`src/rtl/ncl_dualrail_wavefront_src.sv`:
```
// ncl_dualrail_wavefront_src
// Clocked source for NCL threshold-gate pipelines. Takes single-rail words on
// a valid/ready handshake and drives each one as a dual-rail DATA wavefront,
// then returns the rails to NULL. Sequencing follows the downstream completion
// acknowledge ki (1 = request-for-data, 0 = request-for-null). A per-phase
// watchdog flags a stuck handshake and parks the block in ERR until err_clr.
module ncl_dualrail_wavefront_src #(
   parameter int unsigned WIDTH   = 4,
   parameter int unsigned TIMEOUT = 255,
   parameter int unsigned CNT_W   = 16
) (
   input  logic             clk,
   input  logic             rst,
   input  logic             in_valid,
   output logic             in_ready,
   input  logic [WIDTH-1:0] in_data,
   output logic [WIDTH-1:0] rail1,
   output logic [WIDTH-1:0] rail0,
   input  logic             ki,
   input  logic             err_clr,
   output logic             busy,
   output logic             timeout_err,
   output logic [CNT_W-1:0] wave_cnt
);

   typedef enum logic [1:0] {
      ST_IDLE = 2'd0,
      ST_DATA = 2'd1,
      ST_NULL = 2'd2,
      ST_ERR  = 2'd3
   } state_t;

   // The watchdog fires on the cycle the counter would step onto TIMEOUT.
   localparam logic [15:0]      TMO_LAST = 16'(TIMEOUT - 1);
   localparam logic [CNT_W-1:0] WAVE_ONE = CNT_W'(1);

   state_t           state_q;
   logic             ki_meta_q;
   logic             ki_s_q;
   logic [WIDTH-1:0] rail1_q;
   logic [WIDTH-1:0] rail0_q;
   logic             busy_q;
   logic             tmo_err_q;
   logic [CNT_W-1:0] wave_cnt_q;
   logic [15:0]      tmo_cnt_q;
   logic             accept;
   logic             tmo_hit;

   // Bring the asynchronous acknowledge into the clock domain (2-flop sync).
   always_ff @(posedge clk or posedge rst) begin
      if (rst) begin
         ki_meta_q <= 1'b0;
         ki_s_q    <= 1'b0;
      end else begin
         ki_meta_q <= ki;
         ki_s_q    <= ki_meta_q;
      end
   end

   // Ready only while idle and the downstream is requesting data.
   always_comb begin
      in_ready = 1'b0;
      if (state_q == ST_IDLE) begin
         in_ready = ki_s_q;
      end else begin
         in_ready = 1'b0;
      end
   end

   // Decode the handshake and watchdog conditions used by the FSM.
   always_comb begin
      accept  = in_valid & in_ready;
      tmo_hit = 1'b0;
      if (tmo_cnt_q == TMO_LAST) begin
         tmo_hit = 1'b1;
      end else begin
         tmo_hit = 1'b0;
      end
   end

   // Wavefront FSM: rails, busy, sticky error, wave counter and watchdog.
   always_ff @(posedge clk or posedge rst) begin
      if (rst) begin
         state_q    <= ST_IDLE;
         rail1_q    <= '0;
         rail0_q    <= '0;
         busy_q     <= 1'b0;
         tmo_err_q  <= 1'b0;
         wave_cnt_q <= '0;
         tmo_cnt_q  <= 16'd0;
      end else begin
         case (state_q)
            ST_IDLE: begin
               if (accept) begin
                  // The rails themselves hold the latched word for the DATA phase.
                  state_q   <= ST_DATA;
                  rail1_q   <= in_data;
                  rail0_q   <= ~in_data;
                  busy_q    <= 1'b1;
                  tmo_cnt_q <= 16'd0;
               end
            end
            ST_DATA: begin
               // An expected ki transition wins over a simultaneous timeout.
               if (!ki_s_q) begin
                  state_q   <= ST_NULL;
                  rail1_q   <= '0;
                  rail0_q   <= '0;
                  tmo_cnt_q <= 16'd0;
               end else if (tmo_hit) begin
                  state_q   <= ST_ERR;
                  rail1_q   <= '0;
                  rail0_q   <= '0;
                  busy_q    <= 1'b0;
                  tmo_err_q <= 1'b1;
                  tmo_cnt_q <= 16'd0;
               end else begin
                  tmo_cnt_q <= tmo_cnt_q + 16'd1;
               end
            end
            ST_NULL: begin
               if (ki_s_q) begin
                  state_q    <= ST_IDLE;
                  busy_q     <= 1'b0;
                  wave_cnt_q <= wave_cnt_q + WAVE_ONE;
                  tmo_cnt_q  <= 16'd0;
               end else if (tmo_hit) begin
                  state_q   <= ST_ERR;
                  busy_q    <= 1'b0;
                  tmo_err_q <= 1'b1;
                  tmo_cnt_q <= 16'd0;
               end else begin
                  tmo_cnt_q <= tmo_cnt_q + 16'd1;
               end
            end
            ST_ERR: begin
               if (err_clr) begin
                  state_q   <= ST_IDLE;
                  tmo_err_q <= 1'b0;
                  tmo_cnt_q <= 16'd0;
               end
            end
            default: begin
               state_q   <= ST_IDLE;
               rail1_q   <= '0;
               rail0_q   <= '0;
               busy_q    <= 1'b0;
               tmo_cnt_q <= 16'd0;
            end
         endcase
      end
   end

   assign rail1       = rail1_q;
   assign rail0       = rail0_q;
   assign busy        = busy_q;
   assign timeout_err = tmo_err_q;
   assign wave_cnt    = wave_cnt_q;

endmodule

```
`config.mk`:
```
export PLATFORM = sky130hd
export DESIGN_NAME = ncl_dualrail_wavefront_src
export DESIGN_NICKNAME = d
export VERILOG_FILES = /design/src/rtl/ncl_dualrail_wavefront_src.sv
export SDC_FILE = /design/constraint.sdc
export NUM_CORES = 1
export LEC_CHECK = 0
export CORE_MARGIN = 2
export CORE_UTILIZATION = 50
export DETAILED_ROUTE_END_ITERATION = 10
export HOLD_SLACK_MARGIN = 0.1
export PLACE_DENSITY = 0.78
export SLEW_MARGIN = 20
export SYNTH_ARGS = -nofsm -noshare
export SYNTH_HDL_FRONTEND = slang
export SYNTH_SLANG_ARGS = --single-unit
```
`constraint.sdc`:
```
create_clock -name clk -period 2.5 [get_ports clk]
set_clock_uncertainty 0.05 [all_clocks]
set_input_delay 0.375 -clock clk [delete_from_list [all_inputs] [get_ports clk]]
set_output_delay 0.375 -clock clk [all_outputs]
set_load 0.005 [all_outputs]
```
==> metrics.txt <==
status finished clean; Seq pwr share 0.444; wire per inst 14.2 um; CTS H-tree lvls 2; RR Startpoint state_q[0]$_DFFE_PP0P_; width of the die 71.5 um; Sw Ratio 0.323; placed cell areas 2680 sq um; EDFF count, synth 0; Avg Vias per Cell 5.55; largest family of logic cells by synthesized area simple AND/OR/NAND/NOR gates; CTS max path bufs 2; Sw Pwr 0.707 mW; power share of the combinational group 0.347; Layout area overhead 21.7%; Seq cells post-synth 46; hold buffers post-CTS 0; DRC 0; Num CTS Buffers 5; Peak VDD IR 0.000606 V; HP Class in2async; Final Util 0.633; clock power share 0.209; multiplexer share of the synthesized area 0.00494; fill count 360; Final Cycle Share 0.917; fin cells 306; largest net degree at the start of global routing 18; Antenna Violating Nets Remaining 0; Register Area 1150 sq um; Worst slew margin 0.616; placed cells 298; vias in the first global route 1,613; Clock Tree Root clkbuf_8; Slew @ Worst Pin 571 ps; drt pass-1 iters 4; Final Net Count 270; ant diodes 0; fin crit period 2290 ps; die area 5110 sq um; clk slew on worst S/H paths 90 ps; CP Data Required Time 2080 ps; gr usage total 0.184; number of gates resized after CTS 0; Clock Latency Late Sink 310 ps; Seq/Total Area, Yosys 0.505; multi-input logic area 1060 sq um; Post-Synth XOR/XNOR Area 0.0769; initial antenna violation count 0; Avg Cell Area, Syn 10.7 sq um; Num Clock Sinks 46; first-pass GRT wire length 7.39 mm; FMAX 436 MHz; Slew Limit Fails 0; top_reg_cell synth dfrtp_1; post-synth net total 229; PortBufs 35; # setup viols final 0; CTS tree done; core area 4380 sq um; num ports 36; max-cap violations 0; Initial Util 0.520; chip height 71.5 um; critical path class reg2out; Compound-Gate Fraction of Synth Area 0.122; setup TNS 0 ps; leakage power 1.20 nW; post-synthesis cell type count 41; Async S/R FF share, synth 1.00; Syn Inst Count 212; YS warnings 0; Routed WL 4.34 mm; Post-DP HPWL 3.17 mm; DRT iter0 DRCs 57; GRT overflow 0; RSZ-0062 raised after global routing no; share of cells above drive strength 1 0.0827; CP Launch Type register; area of the mapped netlist 2280 sq um; routability congestion estimate from global placement 0.788; post-synthesis simple-gate area fraction 0.219; routed via count 1,699; internal power 1.48 mW; final hold vios 0; critical path endpoint category primary output; crit-path max FO 10; Post-CTS Setup Repair Bufs 0; fin area 2770 sq um; Synth Area in Adders 0.0439; row count 24; Pwr Density 790 nW/um^2; crit path DAT 1870 ps; Critical Path Start state_q[0]$_DFFE_PP0P_
[kinds of logic after synthesis]
| group | Yosys count |
|---|---|
| AND/OR/NAND/NOR | 87 |
| flip-flops | 46 |
| AO/OA/AOI/OAI | 39 |
| XOR/XNOR | 20 |
| buffers and inverters | 11 |
| adder cells (fa/ha/maj) | 8 |
| multiplexers | 1 |
[sequential cells by signal, indices dropped and copies added (netlist names), 2 cells and up]
name,flops
state_q,2
rail0,4
rail1,4
wave_cnt,16
tmo_cnt_q,16
[metrics by stage]
stage / hold WS (ps) / total power, mW / setup WS (ps)
after floorplan: 281 / 1.43 / 512
after global placement: 284 / 1.74 / 340
after detailed placement: 290 / 1.76 / 270
after CTS: 296 / 2.22 / 189
after global routing: 316 / 2.33 / 78.8
final: 283 / 2.19 / 207
[cells in the mapped netlist (all sizes together) (4+ instances only)]
| cell type | instances | share of area |
|---|---|---|
| ha | 8 | 0.044 |
| nand3 | 16 | 0.035 |
| dfrtp | 46 | 0.51 |
| buf | 5 | 0.018 |
| and2 | 4 | 0.011 |
| nand4 | 10 | 0.034 |
| o21ai | 5 | 0.011 |
| a21oi | 13 | 0.032 |
| inv | 6 | 0.0099 |
| xor2 | 11 | 0.042 |
| o2bb2ai | 4 | 0.015 |
| xnor2 | 9 | 0.035 |
| o31ai | 7 | 0.023 |
| a22o | 4 | 0.015 |
| nor2 | 13 | 0.021 |
| or3 | 4 | 0.011 |
| or4 | 6 | 0.021 |
| nand2b | 6 | 0.016 |
| nand2 | 13 | 0.021 |
[path summary, 6_finish.rpt]
kind                                             endpoint  slack [ps]  depth (start not counted)
worst max register to register  tmo_cnt_q[15]$_DFFE_PP0P_         270                          6
worst min register to register           ki_s_q$_DFF_PP0_         310                          0
worst max-delay path                             in_ready         210                          4
min in group clk                         ki_s_q$_DFF_PP0_         310                          0
max in group asynchronous            rail0[2]$_DFFE_PP0P_        1560                          3
worst min-delay path              wave_cnt[8]$_DFFE_PP0P_         280                          2
[layer usage]
layer | vias up | track usage | share of wire
met5 | - | 0 | 0
met4 | 0 | 0.0692 | 0.019
met3 | 7 | 0.0478 | 0.039
met2 | 34 | 0.282 | 0.45
met1 | 803 | 0.254 | 0.49
li1 | 855 | - | -
[layout by cell type, fill, tap and decap left out, drive strengths merged, types with 5 or more instances in the layout]
cell type / count
ha: 8
or4: 6
xnor2: 9
o21ai: 5
a21oi: 13
nor2: 13
nand4: 10
o31ai: 7
inv: 5
dfrtp: 46
xor2: 11
nand2b: 6
clkbuf: 5
nand3: 16
nand2: 13
clkdlybuf4s50: 35
[layout make-up]
cell class | count | area share
sequential | 46 | 0.415
multi-input combinational | 155 | 0.384
timing repair buffer | 39 | 0.137
clock buffer | 5 | 0.0248
tap | 52 | 0.0235
inverter | 6 | 0.00812
clock inverter | 3 | 0.00767
[worst max-delay path, cell delays in order (launching register included)]
cell and delay, ps:
dfrtp_1 440, inv_1 120, ha_1 330, and2_1 170, clkdlybuf4s50_1 500
[power by group through the flow]
stage,Combinational [mW],Sequential (mW),Clock (mW)
after floorplan,0.452,0.981,0
after global placement,0.754,0.986,0
after detailed placement,0.769,0.987,0
after CTS,0.769,0.974,0.472
after global routing,0.840,0.992,0.499
final,0.761,0.972,0.458
No activity file was read; power rests on OpenSTA's default activity.
